<file path="src/rtl/dmem_arbiter_pkg.sv">
// Shared types and helpers for the two-port data-memory arbiter.
package dmem_arbiter_pkg;

  typedef enum logic [1:0] {SZ_BYTE = 2'd0, SZ_HALF = 2'd1, SZ_WORD = 2'd2} size_t;
  typedef enum logic [1:0] {IDLE, RD, CAP, WR} state_t;

  typedef struct packed {
    logic        port;
    logic        we;
    logic [1:0]  size;
    logic [31:0] addr;
    logic [31:0] wdata;
  } req_t;

  function automatic logic [31:0] byte_rev32(input logic [31:0] w);
    return {w[7:0], w[15:8], w[23:16], w[31:24]};
  endfunction

  // Reserved size, misalignment for the size, or beyond the end of memory.
  function automatic logic is_bad_access(input logic [31:0] addr, input logic [1:0] size,
                                         input int unsigned mem_size);
    logic bad;
    case (size)
      SZ_BYTE: bad = 1'b0;
      SZ_HALF: bad = addr[0];
      SZ_WORD: bad = (addr[1:0] != 2'b00);
      default: bad = 1'b1;
    endcase
    return bad || ({2'b00, addr} >= (34'(mem_size) << 2));
  endfunction

endpackage

</file>
<file path="src/rtl/dmem_lane_merge.sv">
// Byte-lane merge for sub-word stores and lane extraction for loads.
module dmem_lane_merge
  import dmem_arbiter_pkg::*;
(
  input  logic [31:0] i_word,
  input  logic [1:0]  i_off,
  input  logic [1:0]  i_size,
  input  logic [31:0] i_wdata,
  output logic [31:0] o_merged,
  output logic [31:0] o_rdata
);

  logic [4:0] w_bsh;
  logic [4:0] w_hsh;

  assign w_bsh = {i_off, 3'b000};
  assign w_hsh = {i_off[1], 4'b0000};

  always_comb begin
    o_merged = i_wdata;
    o_rdata  = i_word;
    case (i_size)
      SZ_BYTE: begin
        o_merged = (i_word & ~(32'h0000_00FF << w_bsh)) | ({24'b0, i_wdata[7:0]} << w_bsh);
        o_rdata  = (i_word >> w_bsh) & 32'h0000_00FF;
      end
      SZ_HALF: begin
        o_merged = (i_word & ~(32'h0000_FFFF << w_hsh)) | ({16'b0, i_wdata[15:0]} << w_hsh);
        o_rdata  = (i_word >> w_hsh) & 32'h0000_FFFF;
      end
      default: ;
    endcase
  end

endmodule

</file>
<file path="src/rtl/dmem_arbiter.sv">
// Round-robin two-port access controller for the single-ported dmem;
// sub-word stores are done as read-modify-write of the whole word.
module dmem_arbiter
  import dmem_arbiter_pkg::*;
#(
  parameter int unsigned MEM_SIZE = 4096
) (
  input  logic             clk,
  input  logic             reset,
  input  logic [1:0]       req_valid,
  output logic [1:0]       req_ready,
  input  logic [1:0]       req_we,
  input  logic [1:0][1:0]  req_size,
  input  logic [1:0][31:0] req_addr,
  input  logic [1:0][31:0] req_wdata,
  output logic [1:0]       rsp_valid,
  output logic [31:0]      rsp_rdata,
  output logic             rsp_err,
  output logic             mem_we,
  output logic             mem_rde,
  output logic [31:0]      mem_a,
  output logic [31:0]      mem_wd,
  input  logic [31:0]      mem_rd
);

  state_t      r_state;
  req_t        r_req;
  logic        r_prio;
  logic [1:0]  r_rsp_valid;
  logic [31:0] r_rsp_rdata;
  logic        r_rsp_err;
  logic        r_mem_we;
  logic        r_mem_rde;
  logic [31:0] r_mem_a;
  logic [31:0] r_mem_wd;

  logic        w_grant;
  logic        w_hs;
  logic        w_bad;
  req_t        w_new;
  logic [31:0] w_merged;
  logic [31:0] w_rdata;

  // Contested grant follows the pointer; a lone requester always wins.
  always_comb begin
    w_grant   = (req_valid == 2'b11) ? r_prio : req_valid[1];
    req_ready = 2'b00;
    if (r_state == IDLE && !reset && req_valid != 2'b00) req_ready[w_grant] = 1'b1;
    w_hs  = |(req_valid & req_ready);
    w_new = '{port: w_grant, we: req_we[w_grant], size: req_size[w_grant],
              addr: req_addr[w_grant], wdata: req_wdata[w_grant]};
    w_bad = is_bad_access(req_addr[w_grant], req_size[w_grant], MEM_SIZE);
  end

  dmem_lane_merge u_merge (
    .i_word   (byte_rev32(mem_rd)),
    .i_off    (r_req.addr[1:0]),
    .i_size   (r_req.size),
    .i_wdata  (r_req.wdata),
    .o_merged (w_merged),
    .o_rdata  (w_rdata)
  );

  always_ff @(posedge clk) begin
    if (reset) begin
      r_state     <= IDLE;
      r_req       <= '0;
      r_prio      <= 1'b0;
      r_rsp_valid <= '0;
      r_rsp_rdata <= '0;
      r_rsp_err   <= 1'b0;
      r_mem_we    <= 1'b0;
      r_mem_rde   <= 1'b0;
      r_mem_a     <= '0;
      r_mem_wd    <= '0;
    end else begin
      r_rsp_valid <= '0;
      r_rsp_rdata <= '0;
      r_rsp_err   <= 1'b0;
      r_mem_we    <= 1'b0;
      r_mem_rde   <= 1'b0;
      r_mem_a     <= '0;
      r_mem_wd    <= '0;
      case (r_state)
        IDLE: if (w_hs) begin
          r_req  <= w_new;
          r_prio <= ~w_grant;
          if (w_bad) begin
            r_rsp_valid[w_grant] <= 1'b1;
            r_rsp_err            <= 1'b1;
          end else if (w_new.we && w_new.size == 2'(SZ_WORD)) begin
            r_state  <= WR;
            r_mem_we <= 1'b1;
            r_mem_a  <= {w_new.addr[31:2], 2'b00};
            r_mem_wd <= w_new.wdata;
          end else begin
            r_state   <= RD;
            r_mem_rde <= 1'b1;
            r_mem_a   <= {w_new.addr[31:2], 2'b00};
          end
        end
        RD: r_state <= CAP;
        CAP: if (r_req.we) begin
          r_state  <= WR;
          r_mem_we <= 1'b1;
          r_mem_a  <= {r_req.addr[31:2], 2'b00};
          r_mem_wd <= w_merged;
        end else begin
          r_state                  <= IDLE;
          r_rsp_valid[r_req.port]  <= 1'b1;
          r_rsp_rdata              <= w_rdata;
        end
        WR: begin
          r_state                 <= IDLE;
          r_rsp_valid[r_req.port] <= 1'b1;
        end
        default: r_state <= IDLE;
      endcase
    end
  end

  assign rsp_valid = r_rsp_valid;
  assign rsp_rdata = r_rsp_rdata;
  assign rsp_err   = r_rsp_err;
  assign mem_we    = r_mem_we;
  assign mem_rde   = r_mem_rde;
  assign mem_a     = r_mem_a;
  assign mem_wd    = r_mem_wd;

endmodule
</file>
<file path="config.mk">
export PLATFORM = sky130hd
export DESIGN_NAME = dmem_arbiter
export DESIGN_NICKNAME = d
export VERILOG_FILES = /design/src/rtl/dmem_arbiter_pkg.sv /design/src/rtl/dmem_lane_merge.sv /design/src/rtl/dmem_arbiter.sv
export SDC_FILE = /design/constraint.sdc
export NUM_CORES = 1
export LEC_CHECK = 0
export BUFFER_PORTS_ARGS = -buffer_cell sky130_fd_sc_hd__buf_2
export CAP_MARGIN = 20
export CORE_MARGIN = 2
export CORE_UTILIZATION = 50
export CTS_CLUSTER_DIAMETER = 150
export DETAILED_ROUTE_END_ITERATION = 10
export PLACE_DENSITY = 0.77
export SYNTH_ARGS = -nofsm -noshare
export SYNTH_HDL_FRONTEND = slang
export SYNTH_HIERARCHICAL = 1
export SYNTH_SLANG_ARGS = --single-unit
</file>
<file path="constraint.sdc">
create_clock -name clk -period 2.11 [get_ports clk]
set_input_delay 0.211 -clock clk [delete_from_list [all_inputs] [get_ports clk]]
set_output_delay 0.211 -clock clk [all_outputs]
set_load 0.02 [all_outputs]
</file>
# After elaboration in Yosys (flattened, before gate mapping)
# Cells that the tools add are included.
[classes]
reduce_logical = 18
n_lt_le_gt_ge = 5
shifts = 6
eq_ne = 9
n_mux = 42
bitwise = 11
[ops]
columns = ["op", "n"]
rows = [
  ["$mux W32", 11],
  ["$pmux W32 S2", 4],
  ["$and A32 B32 Y32", 2],
  ["$not A32 Y32", 2],
  ["$or A32 B32 Y32", 2],
  ["$ge A32 B15 Y1 const B", 1],
  ["$shl A16 B5 Y32", 1],
  ["$shl A16 B5 Y32 const A", 1],
  ["$shl A8 B5 Y32", 1],
  ["$shl A8 B5 Y32 const A", 1],
  ["$shr A32 B5 Y16", 1],
  ["$shr A32 B5 Y8", 1],
  ["$mux W2", 10],
  ["$mux W1", 11],
  ["$eq A2 B2 Y1 const B", 4],
  ["$pmux W2 S4", 1],
  ["$eq A2 B1 Y1 const B", 3],
  ["$logic_not A2 Y1", 3],
  ["$pmux W2 S3", 1],
  ["$reduce_or A3 Y1", 2],
  ["$logic_and A1 B1 Y1", 5],
  ["$lt A1 B2 Y1 const B", 2],
  ["$ne A2 B2 Y1 const B", 2],
  ["$not A1 Y1", 4],
  ["other kinds (11)", 15],
]
[word_totals]
output_inout_bits = 103
reg_bits = 172
input_bits = 170
wordCells = 105

# Depth between registers and ports, before layout
[depth]
depth_word = 11
mapped_depth = 7
depth_no_buf = 5

# Modules after synthesis
# Netlist, hierarchy kept.
[modules_own_cells]
columns = ["mod", "instances", "cells_per_inst", "area_per_inst_um2"]
rows = [
  ["dmem_arbiter", 1, 682, 6268.5],
  ["dmem_lane_merge", 1, 190, 1480.2],
]

# Least setup slack after synthesis
# No wires, ideal clock.
[synth_path]
path_type = "reg2reg"
from = "register r_prio"
to = "register r_mem_a[10] (netlist: mem_a[10])"
setup_ns = 0.087
setup_slack_ns = 0.424
path_buffers = 1
period_less_slack_ns = 1.686
required_time_ns = 2.023
stages_incl_launch_ff = 7
arrival_ns = 1.599
path_cell_list = "dfxtp_1 -> nand2b_4 -> and3_4 -> a2111oi_4 -> o2111ai_1 -> clkbuf_1 -> o31ai_1"
[synth_via]
elab_chain_len = 10
elab_cells_between_ends = 23
classes_between = "3 x order compare; 2 x eq/ne; 12 x mux; 1 x bitwise; 5 x reduce/logical"
[synth_rtl]
columns = ["item", "line", "text"]
rows = [
  ["start: declaration", "dmem_arbiter.sv:28", "logic r_prio;"],
  ["start signal: assignment", "dmem_arbiter.sv:87", "r_prio <= ~w_grant;"],
  ["$mux W1 (*)", "dmem_arbiter.sv:46", "w_grant = (req_valid == 2'b11) ? r_prio : req_valid[1];"],
  ["branches (longest 7 deep; another with $ge A32 B15 Y1)", "n/a", ""],
  ["$mux W32 (*)", "dmem_arbiter.sv:85", "IDLE: if (w_hs) begin"],
  ["$pmux W32 S2 (*)", "dmem_arbiter.sv:84", "case (r_state)"],
  ["end signal: assignment", "dmem_arbiter.sv:94", "r_mem_a <= {w_new.addr[31:2], 2'b00};"],
  ["end signal: assignment", "dmem_arbiter.sv:99", "r_mem_a <= {w_new.addr[31:2], 2'b00};"],
  ["end signal: assignment", "dmem_arbiter.sv:106", "r_mem_a <= {r_req.addr[31:2], 2'b00};"],
  ["end: declaration", "dmem_arbiter.sv:34", "logic [31:0] r_mem_a;"],
]
# Mark *: on every way between the ends. The select of a mux whose other input is x is not followed.
# A chain may end at the register's enable or synchronous reset.

# Worst setup path after layout
[layout_path]
from = "register r_state[1]"
to = "output req_ready[1]"
[layout_via]
elab_chain_len = 4
[layout_rtl]
columns = ["item", "line", "text"]
rows = [
  ["start: declaration", "dmem_arbiter.sv:26", "state_t r_state;"],
  ["start signal: assignment", "dmem_arbiter.sv:66", "r_state <= IDLE;"],
  ["start signal: assignment", "dmem_arbiter.sv:92", "r_state <= WR;"],
  ["start signal: assignment", "dmem_arbiter.sv:97", "r_state <= RD;"],
  ["$logic_not A2 Y1", "dmem_arbiter.sv:48", "if (r_state == IDLE && !reset && req_valid != 2'b00) req_ready[w_grant] = 1'b1;"],
  ["$logic_and A1 B1 Y1 (2 in series)", "dmem_arbiter.sv:48", ""],
  ["$mux W2", "dmem_arbiter.sv:48", ""],
  ["end: declaration", "dmem_arbiter.sv:11", "output logic [1:0] req_ready,"],
]
# Every way passes these cells.

==> out/results.ini <==
[run_status]
outcome=complete, no violations

[place]
io_buffers=270
place.gp.congestion=0.8986
dp_hpwl_mm=16.98

[setup_path]
critical_path_class=flip-flop to output pin
crit_chain=o21bai_1 -> or3_1 -> nor2_2 -> buf_2
r2r_slack_ps=130
regToRegEndpoint=mem_wd[13]$_SDFF_PP0_
slowest_delay_ps=400
critPathLaunch=r_state[1]$_SDFFE_PP0P_
required_ps=1900
r2r_start=r_prio$_SDFFE_PP0P_
cp-end-kind=output pin
cp_slowest_cell=or3_1
setup.worst_path.start_class=flip-flop
cp_max_fo=4
arrival_ps=1790
critPathCapture=req_ready[1]
r2r_cells=6

[drt]
dr.pass1.iters=5
drt_iter0_markers=607
post_drt_wl_per_cell_um=17.90
vias=7383
vias_per_cell=5.597
drc=0
ant_nets=0
finalWirelength_mm=23.61

[timing]
setup_viol=0
fin_skew_ps=11.38
post-route-period-util_pct=94.85
final-hold-violation-count=0
finalSetupTns_ps=0
fmax_mhz=499.7
slew_viol_final=0
whs_ps=44.22
rsz0062_at_grt=no
slew-limit-headroom_pct=33.94
min_period_ps=2001
tightest_slew_ps=988.9

[logic_synthesis]
synth_top_flop_cell=dfxtp_1
synth-seq-cells=170
syn_area_per_cell_um2=8.886
syn_area_mm2=0.007749
async_reset_ff_share_pct=0
synth_cells=872
ys_seq_area_share_pct=43.92
synth_enable_flop_cells=0
yosys_warnings=6
ys_types=54

[floorplan]
start_util_pct=51.16
rows=45
dieArea_mm2=0.01651
die_x_um=128.5
core_mm2=0.01515
ios=273
die_h_um=128.5

[cts]
clk_path_buf_depth=2
ctsRootBufferMaster=clkbuf_16
ctsHoldBuffers=0
clkSinkCount=170
htreeDepth=4
cts_setup_buffers=0
cts_tree=built
insertion_delay_ps=440
clk_pin_slew_ps=70
cts_buffers=17

[run]
cap_violations=0

[power_and_ir_drop]
power.density_mw_per_mm2=768.4
power.leakage_nw=4.528
vdd_drop_max_v=0.0005933

[global_route]
grt_pass1_wl_mm=35.73
gr-total-overflow=0
grt_max_degree=55
antenna_found_initial=0
grt_pass1_vias=7028
grt_usage_pct=27.85

[layout]
drive_gt1_share_pct=34.57
multi_input_area_mm2=0.004051
area_growth_pct=27.55
ff_latch_area_mm2=0.003405
final_common_cell=buf_2
mostFrequentLayoutCells=buf_2 (270), nand2_1 (194), dfxtp_1 (169)
final_nets=1288
fill_cells=1316
antenna_cells=0

[hold_path]
min-delay-path-class=primary input to flip-flop

==> per-layer routing <==
metal	up-vias	GRT usage (%)	wire length [µm]
li1	3541	-	-
met1	3450	34.00	9667
met2	337	45.96	11290
met3	55	6.570	1832
met4	0	14.45	823
met5	-	0	0
==> cell families (layout without fill, tap and decap cells) <==
family	count (synthesis)	count (layout)	share of synthesized area, %
muxes	94	94	12.79
AOI/OAI and AO/OA	179	179	17.36
buffers and inverters	73	330	4.683
and+or+nand+nor	355	356	21.20
DFF	170	170	43.92
other	1	2	0.04840
==> worst max-delay path, delay by kind of cell (launching register included) <==
kind,cells,cell delay [ps]
simple gates,2,570
flops,1,350
compound gates,1,250
buf+inv,1,190
==> worst min-delay path by stage <==
stage,to,cells past startpoint,slack [ps],start
after global placement,mem_a[5]$_SDFF_PP0_,2,430,r_req[37]$_SDFFE_PP0P_
final,r_req[58]$_SDFFE_PP0P_,3,40,req_addr[58]
after detailed placement,mem_a[11]$_SDFF_PP0_,2,440,r_req[43]$_SDFFE_PP0P_
after floorplan,r_req[46]$_SDFFE_PP0P_,2,370,req_addr[46]
after CTS,r_req[58]$_SDFFE_PP0P_,3,30,req_addr[58]
after global routing,r_req[51]$_SDFFE_PP0P_,3,50,req_addr[19]
==> metrics by stage <==
| stage | worst slack (ps) | util (%) | area [µm²] | total power (W) | cells |
|---|---|---|---|---|---|
| 6_report | 108.8 | 65.25 | 9883 | 0.007594 | 1319 |
| 5_1_grt | 14.28 | 65.25 | 9883 | 0.007880 | 1319 |
| 4_1_cts | 71.86 | 65.11 | 9861 | 0.007610 | 1318 |
| 3_5_place_dp | 88.91 | 61.22 | 9273 | 0.004530 | 1286 |
| 3_3_place_gp | 190.4 | 61.22 | 9273 | 0.004517 | 1286 |
| 2_1_floorplan | 423.9 | - | 7752 | 0.004137 | 873 |
==> layout make-up <==
cell class,count,area share (%)
Multi-Input combinational cell,631,40.99
Sequential cell,170,34.45
Timing Repair Buffer,296,16.19
Clock buffer,18,4.444
Tap cell,188,2.380
Clock inverter,14,1.469
Inverter,2,0.07596
==> what timing repair did <==
item,4_1_cts,5_1_grt
setup endpoints to repair,1,29
gates resized for setup,1,3
cloned,0,1
==> state kept, by name, summed over array words and instances, names as in the netlist <==
register	flops
mem_we	1
r_state	2
r_prio	1
mem_a	30
rsp_err	1
r_req	68
rsp_rdata	32
mem_rde	1
mem_wd	32
rsp_valid	2
==> cell usage after synthesis (all sizes together) (2+ instances only) <==
cell type	number	area (µm²)
nand2	196	740.7
dfxtp	170	3403
and2	68	425.4
mux2i	54	540.5
nor2	47	192.7
o31ai	44	330.3
clkbuf	41	153.9
mux2	40	450.4
buf	30	201.4
a21oi	29	148.9
o21ai	23	115.1
a311oi	20	175.2
o221ai	16	140.1
a221o	13	130.1
a22o	13	113.9
nor3	12	65.06
nor2b	10	65.06
nand3	4	20.02
nor4	4	25.02
o21a	4	30.03
o21bai	4	41.29
a211oi	3	22.52
and3	3	23.77
nand2b	3	26.27
o211ai	3	22.52
or2	3	18.77
inv	2	7.500
nand3b	2	15.01
o2111ai	2	17.52
==> report_power, final <==
| group | switching [W] | internal, W |
|---|---|---|
| Clock | 0.00141 | 0.00170 |
| Combinational | 0.000591 | 0.000493 |
| Sequential | 0.0000920 | 0.00331 |
No activity file was read; power rests on OpenSTA's default activity.
